`config.mk`:
```
export PLATFORM = sky130hd
export DESIGN_NAME = muldiv_sequencer
export DESIGN_NICKNAME = d
export VERILOG_FILES = /design/src/rtl/muldiv_sequencer.sv
export SDC_FILE = /design/constraint.sdc
export NUM_CORES = 1
export LEC_CHECK = 0
export BUFFER_PORTS_ARGS = -buffer_cell sky130_fd_sc_hd__buf_2
export CAP_MARGIN = 20
export CORE_ASPECT_RATIO = 1.25
export CORE_MARGIN = 10
export CORE_UTILIZATION = 35
export CTS_CLUSTER_DIAMETER = 200
export DETAILED_ROUTE_END_ITERATION = 6
export PLACE_DENSITY = 0.57
export SLEW_MARGIN = 25
export SYNTH_ARGS = -nofsm -noshare
export SYNTH_HDL_FRONTEND = slang
export SYNTH_SLANG_ARGS = --single-unit
```
`constraint.sdc`:
```
create_clock -name clk_i -period 4.9 [get_ports clk_i]
set_clock_uncertainty 0.2 [all_clocks]
set_input_delay 0.735 -clock clk_i [delete_from_list [all_inputs] [get_ports clk_i]]
set_output_delay 0.735 -clock clk_i [all_outputs]
set_load 0.03 [all_outputs]
```
`src/rtl/muldiv_sequencer.sv`:
```
// Multi-cycle RV32M multiply/divide unit: shift-add multiply and restoring divide,
// one bit per cycle, with sign fix-up and divide special cases handled up front.
module muldiv_sequencer #(
    parameter int XLEN = 32
) (
    input  logic            clk_i,
    input  logic            rst_ni,
    input  logic            valid_i,
    input  logic [2:0]      funct3_i,
    input  logic [XLEN-1:0] op_a_i,
    input  logic [XLEN-1:0] op_b_i,
    input  logic            flush_i,
    output logic            ready_o,
    output logic            busy_o,
    output logic            stall_o,
    output logic            valid_o,
    output logic [XLEN-1:0] result_o
);

    localparam int CW = $clog2(XLEN);
    localparam logic [XLEN-1:0] INT_MIN = {1'b1, {(XLEN-1){1'b0}}};

    typedef enum logic [2:0] {IDLE, PREP, CALC, FIX, DONE} state_t;

    state_t            state;
    logic [CW-1:0]     cnt;
    logic [2:0]        f3;
    logic [XLEN-1:0]   opa;
    logic [XLEN-1:0]   opb;      // raw op_b until PREP, then multiplicand / divisor magnitude
    logic [2*XLEN-1:0] acc;      // {hi, lo}: product, or {remainder, dividend/quotient}
    logic              neg;
    logic              spec;

    logic              is_div, a_signed, b_signed, a_neg, b_neg;
    logic              div_zero, div_ovf, special, res_neg;
    logic [XLEN-1:0]   abs_a, abs_b, special_res;
    logic [XLEN:0]     mul_sum, div_sh, div_diff;
    logic [2*XLEN-1:0] mul_next, div_next, prod;
    logic [XLEN-1:0]   quot, remd, fix_res;

    assign is_div      = f3[2];
    assign a_signed    = is_div ? ~f3[0] : (f3[1] ^ f3[0]);
    assign b_signed    = is_div ? ~f3[0] : (f3[1:0] == 2'b01);
    assign a_neg       = a_signed & opa[XLEN-1];
    assign b_neg       = b_signed & opb[XLEN-1];
    assign abs_a       = a_neg ? -opa : opa;
    assign abs_b       = b_neg ? -opb : opb;
    assign div_zero    = is_div && (opb == '0);
    assign div_ovf     = is_div && !f3[0] && (opa == INT_MIN) && (opb == '1);
    assign special     = div_zero | div_ovf;
    assign special_res = div_zero ? (f3[1] ? opa : '1) : (f3[1] ? '0 : INT_MIN);
    // Remainder takes the dividend's sign; everything else is negative iff signs differ.
    assign res_neg     = (is_div && f3[1]) ? a_neg : (a_neg ^ b_neg);

    assign mul_sum  = {1'b0, acc[2*XLEN-1:XLEN]} + (acc[0] ? {1'b0, opb} : '0);
    assign mul_next = {mul_sum, acc[XLEN-1:1]};
    assign div_sh   = acc[2*XLEN-1:XLEN-1];
    assign div_diff = div_sh - {1'b0, opb};
    assign div_next = div_diff[XLEN] ? {div_sh[XLEN-1:0], acc[XLEN-2:0], 1'b0}
                                     : {div_diff[XLEN-1:0], acc[XLEN-2:0], 1'b1};

    assign prod    = neg ? -acc : acc;
    assign quot    = neg ? -acc[XLEN-1:0] : acc[XLEN-1:0];
    assign remd    = neg ? -acc[2*XLEN-1:XLEN] : acc[2*XLEN-1:XLEN];
    assign fix_res = is_div ? (f3[1] ? remd : quot)
                   : ((f3[1:0] == 2'b00) ? prod[XLEN-1:0] : prod[2*XLEN-1:XLEN]);

    assign ready_o = (state == IDLE) || (state == DONE);
    assign busy_o  = (state == PREP) || (state == CALC) || (state == FIX);
    assign stall_o = ((state == IDLE) && valid_i && !flush_i) || busy_o;

    always_ff @(posedge clk_i or negedge rst_ni) begin
        if (!rst_ni) begin
            state    <= IDLE;
            cnt      <= '0;
            f3       <= '0;
            opa      <= '0;
            opb      <= '0;
            acc      <= '0;
            neg      <= 1'b0;
            spec     <= 1'b0;
            valid_o  <= 1'b0;
            result_o <= '0;
        end else begin
            valid_o <= 1'b0;
            if (flush_i) begin
                state <= IDLE;
            end else begin
                case (state)
                    IDLE, DONE: begin
                        if (valid_i) begin
                            f3    <= funct3_i;
                            opa   <= op_a_i;
                            opb   <= op_b_i;
                            state <= PREP;
                        end else begin
                            state <= IDLE;
                        end
                    end
                    PREP: begin
                        neg  <= res_neg;
                        spec <= special;
                        cnt  <= CW'(XLEN - 1);
                        // Special cases skip CALC and resolve in FIX (2-cycle latency).
                        if (special) begin
                            acc   <= {{XLEN{1'b0}}, special_res};
                            state <= FIX;
                        end else begin
                            opb   <= is_div ? abs_b : abs_a;
                            acc   <= {{XLEN{1'b0}}, is_div ? abs_a : abs_b};
                            state <= CALC;
                        end
                    end
                    CALC: begin
                        acc <= is_div ? div_next : mul_next;
                        cnt <= cnt - 1'b1;
                        if (cnt == '0) state <= FIX;
                    end
                    FIX: begin
                        result_o <= spec ? acc[XLEN-1:0] : fix_res;
                        valid_o  <= 1'b1;
                        state    <= DONE;
                    end
                    default: state <= IDLE;
                endcase
            end
        end
    end

endmodule

```
==> impl_results.md, run 1 <==
* Yosys top cell by area: dfrtp_1
* R2R Setup Slk at 640 ps
* Clock power frac at 10.0%
* Crit path max fanout at 23
* Total chip power at 14,150 uW
* Worst-margin pin slew at around 900 ps
* R2R Path End: opb[26]
* Synth cell count leaders: o21ai_0 (236), nand2_1 (209), a21oi_1 (204), nor2_1 (182), dfrtp_1 (174)
* Placer Congestion at ~0.94
* First-pass GRT wire length at 107,900 um
* Peak supply drop at 0.4587 mV
* Setup CP Type: register to register
* Synth Area per Inst at 7.588 sq um
* # resized after CTS at 0
* Initial antenna violation count at 1
* Worst-path cell chain: nor4_1 -> nand4_1 -> or4_4 -> or2_1 -> and2_4 -> a21oi_4 -> buf_4 -> a21oi_1 -> a21boi_0 -> a21oi_1
* Sequential power share at between 20% and 30%
* Buffer and inverter count on the worst path at 1
* FP Rows at 89
* R2r startpoint: opb[2]
* CP most frequent cell: a21oi_1
* Worst-Skew Late Latency at 480 ps
* Largest net degree at the start of global routing at 96
* Die area at 57,460 sq um
* Antenna diodes at 0
* CTS Sinks at 174
* Count leader, synth: o21ai_0
* Clk buf depth at 2
* TritonCTS buffer count at 17
* Status: complete, no violations
* Number of buffers added for setup after CTS at 0
* Fraction of registers with async set/reset at 100.0%
* Crit path largest cell delay at between 600 and 700 ps
* Ys flop type: dfrtp_1
* Warnings from Yosys at 0
* Die W at 216.4 um
* HP Class: input port to async pin
* Grt total ovfl at 0
* FF+latch count, synth at 174
* Area Overhead vs Synth at 10.23%
* Final WL at 72,300 um
* Pint at 5976 uW
* H-tree levels at 4
* WP data required at slightly above 5000 ps
* Final setup fails at 0
* CTS tree: built
* Placed Cells incl. Taps at 2,851
* RSZ-0062 raised after global routing: false
* Pleak at 0.007612 uW
* Routed vias/inst at 6.206
* Switching share of total power at 57.77%
* Rel. slew slack at 39.46%
* Fin. max-slew vios at 0
* Syn nets at between 2,000 and 2,500
* Share of cells above drive strength 1 at between 10% and 20%
* Clk slew on worst S/H paths at 80 ps
* Mapped Area at about 17,000 sq um
* Fin. Hold Viols at 0
* Library cells used by synthesis at 81
* Layout Nets at 2,379
* Final worst slack at 638.6 ps
* Tmin final at 4261 ps
* Combinational power share at 68.0%
* IO Count at 107
* Slowest cell on the critical path: nor4_1
* Critical path's top delay family: simple AND/OR/NAND/NOR gates
* Final Cycle Share at 86.97%
* Vias in the first global route at 17,353
* CTS Hold Buffers Added at 0
* Syn Inst Count at around 2,200
* P per Cell Area at between 700 and 800 nW/um^2
* DR iter-0 viols at approximately 1,800
* Worst Setup End Kind: register
* Post-route ant nets at 0
* Tot GR Track Use at 24.27%
* Port bufs at 106
* Post-synth EDFFs at 0
* Fmax at approximately 0.23 GHz
* Worst setup SP type: register
* DR WL/cell at 25.08 um
* Top post-synthesis cells by area: dfrtp_1 (26%), o21ai_0 (7.0%), a21oi_1 (6.0%)
* Area post-placement at approximately 18,000 sq um
* Depth of the most critical reg-to-reg path at 10
* Vias at 17,891
* Dpl ws at 687.1 ps
* Switch Pwr at 8174 uW
* Initial core utilization at 35.58%
* Post-synth top area share at between 20% and 30%
* Register area share after synthesis at 25.80%
* Fin cells at 2,883
* Final Instance Area at 18,600 sq um
* Crit path DAT at 4470 ps
* Core ar. at ~47,000 sq um
* First-pass DRT Iterations at 6
* DP Wirelength at 55,890 um
* Setup TNS at 0 ps
* Max cap viols at 0
* Die height at 265.5 um
* DRC viols at 0
* Clock Root Buffer: clkbuf_16
## sequential cells by signal, summed over array words and instances (netlist names)
| signal | count |
|---|---|
| acc | 64 |
| cnt | 5 |
| f3 | 3 |
| neg | 1 |
| opa | 32 |
| opb | 32 |
| result_o | 32 |
| spec | 1 |
| state | 3 |
| valid_o | 1 |
## power groups by stage
stage | clock network (uW) | logic [uW] | registers (uW)
detailed placement | 0 | 9390 | 3100
global route | 1490 | 10300 | 3190
floorplan | 0 | 6380 | 2800
CTS | 1440 | 9420 | 3070
finish | 1420 | 9630 | 3100
global placement | 0 | 9370 | 3070
## how the worst max path moves through the flow
stage / from / endpoint / slack [ps] / depth (start not counted)
finish: opb[2] / opb[26] / 640 / 10
global placement: opb[2] / opb[26] / 680 / 10
detailed placement: acc[38] / acc[42] / 690 / 10
CTS: acc[38] / acc[42] / 680 / 10
global route: opa[3] / opb[26] / 450 / 10
floorplan: acc[31] / acc[41] / 1380 / 15
## metal layers
metal	vias up	global-route usage, %	routed length (um)
met5	-	0	0
met4	0	14.78	4325
met3	202	4.179	4930
met2	843	39.47	34000
met1	8650	29.49	29040
li1	8196	-	-
## cell families after synthesis
group / Yosys count / share of synthesized area, %
and+or+nand+nor: 659 / 18.57
muxes: 85 / 5.249
buffers and inverters: 250 / 5.783
xor gates and xnor gates: 178 / 9.238
adders and majority gates: 75 / 5.649
AOI/OAI and AO/OA: 803 / 29.71
DFF: 174 / 25.80
## cell type report
| cell class | count | area, sq um |
|---|---|---|
| repair buffers | 168 | 1017 |
| multi-input cells | 1800 | 11580 |
| clock inverters | 15 | 150.1 |
| well taps | 637 | 797.0 |
| fillers | 4962 | 28840 |
| inverters | 72 | 270.3 |
| clock buffers | 17 | 425.4 |
| flip-flops and latches | 174 | 4359 |
## metrics by stage
| stage | utilization (%) | hold slack [ps] |
|---|---|---|
| 2_1_floorplan | - | 239.4 |
| 3_3_place_gp | 37.99 | 261.7 |
| 4_1_cts | 39.22 | 185.0 |
| 3_5_place_dp | 38.00 | 267.8 |
| 6_report | 39.22 | 153.5 |
| 5_1_grt | 39.22 | 220.5 |
## layout by cell type, fill, tap and decap left out, types with 9 or more instances in the layout
master	count
nand2b_1	25
ha_1	73
o21a_1	10
a221o_1	9
o221ai_1	14
nand3_1	62
a31oi_1	60
mux2i_1	57
or4_1	25
xnor2_1	110
buf_2	105
o31ai_1	33
a22oi_1	22
o41ai_1	16
nand4_1	26
nor4_1	16
a21oi_1	204
o211ai_1	43
clkbuf_16	17
nand2_1	209
a21o_1	27
inv_1	68
nor2_1	180
a211oi_1	37
xor2_1	68
dfrtp_1	172
o21ai_0	236
or3_1	28
and3_1	11
buf_4	61
mux2_2	28
nor3_1	31
No activity file was read; power rests on OpenSTA's default activity.
==> inputs of run 2 (changes only) <==
--- a/config.mk
+++ b/config.mk
@@ -5,6 +5,7 @@
 export SDC_FILE = /design/constraint.sdc
 export NUM_CORES = 1
 export LEC_CHECK = 0
+export ABC_AREA = 1
 export BUFFER_PORTS_ARGS = -buffer_cell sky130_fd_sc_hd__buf_2
 export CAP_MARGIN = 20
 export CORE_ASPECT_RATIO = 1.25
==> constraint.sdc (replaced) <==
create_clock -name clk_i -period 4.9 [get_ports clk_i]
set_clock_uncertainty 0.2 [all_clocks]
set_input_delay 0.49 -clock clk_i [delete_from_list [all_inputs] [get_ports clk_i]]
set_output_delay 0.49 -clock clk_i [all_outputs]
set_load 0.03 [all_outputs]
==> run 2 against run 1 <==
- design area rose by 19%
- synthesized area rose by 20%
- first-iteration DRC count rose by 32%
- fmax rose by 24%
- flip-flop and latch count did not move
- hold slack got worse by 140 ps
- global-route usage rose by 2.8 points
- sequential share of layout area fell by 3.7 points
- final cell count rose by 54%
- power rose by 16%
- critical endpoint is now acc[53]
- largest cell class unchanged
- largest power group unchanged
- highest routed layer is now met5
==> impl_results.md, run 2 <==
* Top post-synthesis cells by area: nand2_1 (26%), dfrtp_1 (22%), nand3_1 (8.9%) (was dfrtp_1 (26%), o21ai_0 (7.0%), a21oi_1 (6.0%))
* Grt total ovfl at 0 (unchanged)
* R2R Setup Slk at 1460 ps (was 640 ps)
* Worst setup SP type: register (unchanged)
* Fin. max-slew vios at 0 (unchanged)
* Most flops, register: acc (unchanged)
* Dpl ws at 1560 ps (was 687.1 ps)
* CTS tree: built (unchanged)
* Area Overhead vs Synth at 9.388% (was 10.23%)
* Largest net degree at the start of global routing at 107 (was 96)
* Antenna diodes at 0 (unchanged)
* Max FFs per register at 64 (unchanged)
* Synth Area per Inst at 5.542 sq um (was 7.588 sq um)
* Final Instance Area at 22,070 sq um (was 18,600 sq um)
* Setup CP Type: register to register (unchanged)
* Commonest cells after routing, fill and taps aside: nand2_1 (1,380), inv_1 (441), nor2_1 (374) (was o21ai_0 (236), nand2_1 (209), a21oi_1 (204))
* RSZ-0062 raised after global routing: false (unchanged)
* CTS Sinks at 174 (unchanged)
* Main combinational cell family by area after synthesis: simple AND/OR/NAND/NOR gates (was compound AO/OA/AOI/OAI gates)
* Depth of the most critical reg-to-reg path at 17 (was 10)
* Clk slew on worst S/H paths at 80 ps (about the same)
* DP Wirelength at 75,560 um (was 55,890 um)
* Worst-margin pin slew at 986.9 ps (was 896.4 ps)
* Ys flop type: dfrtp_1 (unchanged)
* Crit path max fanout at 26 (was 23)
* R2r startpoint: acc[0] (was opb[2])
* R2R Path End: acc[53] (was opb[26])
* Worst-Skew Late Latency at 480 ps (about the same)
* Adder-cell share of the synthesized area at 4.725% (was 5.649%)
* DR WL/cell at 21.13 um (was 25.08 um)
* Core ar. at 57,140 sq um (was 47,440 sq um)
* Syn Inst Count at 3,641 (was 2,224)
* Placer Congestion at 1.094 (was 0.9398)
* Initial antenna violation count at 1 (unchanged)
* WP data required at 5080 ps (was 5100 ps)
* DR iter-0 viols at 2,355 (was 1,785)
* Share of cells above drive strength 1 at 6.977% (was 11.71%)
* Register area share after synthesis at 21.58% (was 25.80%)
* Most common cell after layout, fill and taps aside: nand2_1 (was o21ai_0)
* Syn nets at 3,787 (was 2,370)
* Crit path DAT at 3610 ps (was 4470 ps)
* Mux cell area share after synthesis at 0% (was 5.249%)
* Post-synthesis compound-gate area fraction at 12.77% (was 29.71%)
* Rel. slew slack at 34.14% (was 39.46%)
* Die height at 288.5 um (was 265.5 um)
* Initial core utilization at 35.31% (was 35.58%)
* Final worst slack at 1463 ps (was 638.6 ps)
* Post-synth top area share at 25.67% (was 25.80%)
* Crit path largest cell delay at 820 ps (was 650 ps)
* HP Class: input port to register (was input port to async pin)
* Post-synthesis simple-gate area fraction at 46.28% (was 18.57%)
* Fraction of registers with async set/reset at 100.0% (unchanged)
* P per Cell Area at 746.9 nW/um^2 (was 760.7 nW/um^2)
* Clk buf depth at 2 (unchanged)
* Layout Nets at 3,831 (was 2,379)
* CP most frequent cell: nand2_1 (was a21oi_1)
* Min Hold Slack at 12.53 ps (was 153.5 ps)
* Fmax at 0.2909 GHz (was 0.2347 GHz)
* # resized after CTS at 0 (unchanged)
* Setup crit start: acc[0] (was opb[2])
* Worst-path cell chain: nand2_1 -> inv_1 -> ha_1 -> inv_1 -> fa_1 -> o21ai_1 -> nand2_1 -> nand2_1 -> nand2_1 -> nand2_1 -> nand2_1 -> nand3_1 -> nand3_1 -> nand2_1 -> inv_1 -> nand2_1 -> nand2_1 (was nor4_1 -> nand4_1 -> or4_4 -> or2_1 -> and2_4 -> a21oi_4 -> buf_4 -> a21oi_1 -> a21boi_0 -> a21oi_1)
* Final Cycle Share at 70.15% (was 86.97%)
* Library cells used by synthesis at 50 (was 81)
* IO Count at 107 (unchanged)
* Tmin final at 3437 ps (was 4261 ps)
* Final setup fails at 0 (unchanged)
* Worst Setup End Kind: register (unchanged)
* H-tree levels at 4 (unchanged)
* CTS Hold Buffers Added at 8 (was 0)
* Synth cell count leaders: nand2_1 (1,380), inv_1 (441), nor2_1 (375), nand3_1 (358), o21ai_0 (205) (was o21ai_0 (236), nand2_1 (209), a21oi_1 (204), nor2_1 (182), dfrtp_1 (174))
* Status: complete, no violations (unchanged)
* Vias at 23,831 (was 17,891)
* Number of buffers added for setup after CTS at 0 (unchanged)
* Slowest cell on the critical path: dfrtp_1 (was nor4_1)
* Pleak at 0.01196 uW (was 0.007612 uW)
* Die W at 234.8 um (was 216.4 um)
* Yosys top cell by area: nand2_1 (was dfrtp_1)
* Post-route ant nets at 0 (unchanged)
* First-pass DRT Iterations at 6 (unchanged)
* Post-synthesis xor/xnor area fraction at 3.038% (was 9.238%)
* Tot GR Track Use at 27.10% (was 24.27%)
* Vias in the first global route at 22,827 (was 17,353)
* Routed vias/inst at 5.358 (was 6.206)
* Max cap viols at 0 (unchanged)
* Setup TNS at 0 ps (unchanged)
* Warnings from Yosys at 0 (unchanged)
* FF+latch count, synth at 174 (unchanged)
* Post-synth EDFFs at 0 (unchanged)
* Area post-placement at 21,400 sq um (was 18,030 sq um)
* Clock Root Buffer: clkbuf_16 (unchanged)
* Die area at 67,720 sq um (was 57,460 sq um)
* First-pass GRT wire length at 141,400 um (was 107,900 um)
* Fin. Hold Viols at 0 (unchanged)
* CP endpoint: acc[53] (was opb[26])
* Peak supply drop at 0.3321 mV (was 0.4587 mV)
* FP Rows at 98 (was 89)
* DRC viols at 0 (unchanged)
* Final WL at 93,970 um (was 72,300 um)
* Mapped Area at 20,180 sq um (was 16,880 sq um)
* Count leader, synth: nand2_1 (was o21ai_0)
* Filler Cells Inserted at 6,641 (was 4,962)
* Port bufs at 106 (unchanged)
* TritonCTS buffer count at 17 (unchanged)
-- run 2: where the power goes --
part | internal [uW] | switching (uW)
combinational | 3380 | 8520
clock | 688 | 758
sequential | 1980 | 1160
total | 6050 | 10400
-- run 2: worst max-delay path: cells and delay by family (launching register included) --
kind | cells | cell delay, ps
AND/OR/NAND/NOR | 11 | 1060
flip-flops | 1 | 820
adder cells (fa/ha/maj) | 2 | 590
AO/OA/AOI/OAI | 1 | 450
buffers and inverters | 3 | 200
-- run 2: cell families after synthesis --
logic type                 after synthesis
AOI/OAI and AO/OA                      476
xor gates and xnor gates                70
and+or+nand+nor                       2255
adders and majority gates               75
DFF                                    174
buffers and inverters                  591
-- run 2: stage by stage --
| step | instances | utilization [%] | power [uW] |
|---|---|---|---|
| CTS | 4448 | 38.63 | 16220 |
| global placement | 4408 | 37.45 | 14760 |
| global route | 4448 | 38.63 | 17800 |
| detailed placement | 4408 | 37.45 | 14720 |
| floorplan | 3641 | - | 10530 |
| finish | 4448 | 38.63 | 16490 |
-- run 2: cell type report --
type	instances	area, sq um	share of cell area, %
Clock buffer	18	429.2	1.944
Clock inverter	14	165.2	0.7483
Inverter	462	1735	7.862
Multi-Input combinational cell	2876	13500	61.16
Sequential cell	174	4359	19.75
Tap cell	750	938.4	4.251
Timing Repair Buffer	154	944.7	4.280
-- run 2: how the worst min path moves through the flow --
stage	from	endpoint	slack [ps]	cells after the start
floorplan	rst_ni	acc[0]	-6	0
global placement	result_o[0]	result_o[0]	260	2
detailed placement	result_o[0]	result_o[0]	260	2
CTS	op_a_i[27]	opa[27]	0.2	3
global route	op_a_i[0]	opa[0]	20	3
finish	op_a_i[0]	opa[0]	10	3
-- run 2: layer usage --
metal / wire length (um) / part of all wire [%] / global-route usage (%)
met3: 5654 / 6.0 / 3.308
met5: 11 / 0.012 / 0
met1: 37650 / 40 / 32.01
met2: 43150 / 46 / 44.87
met4: 7501 / 8.0 / 20.14
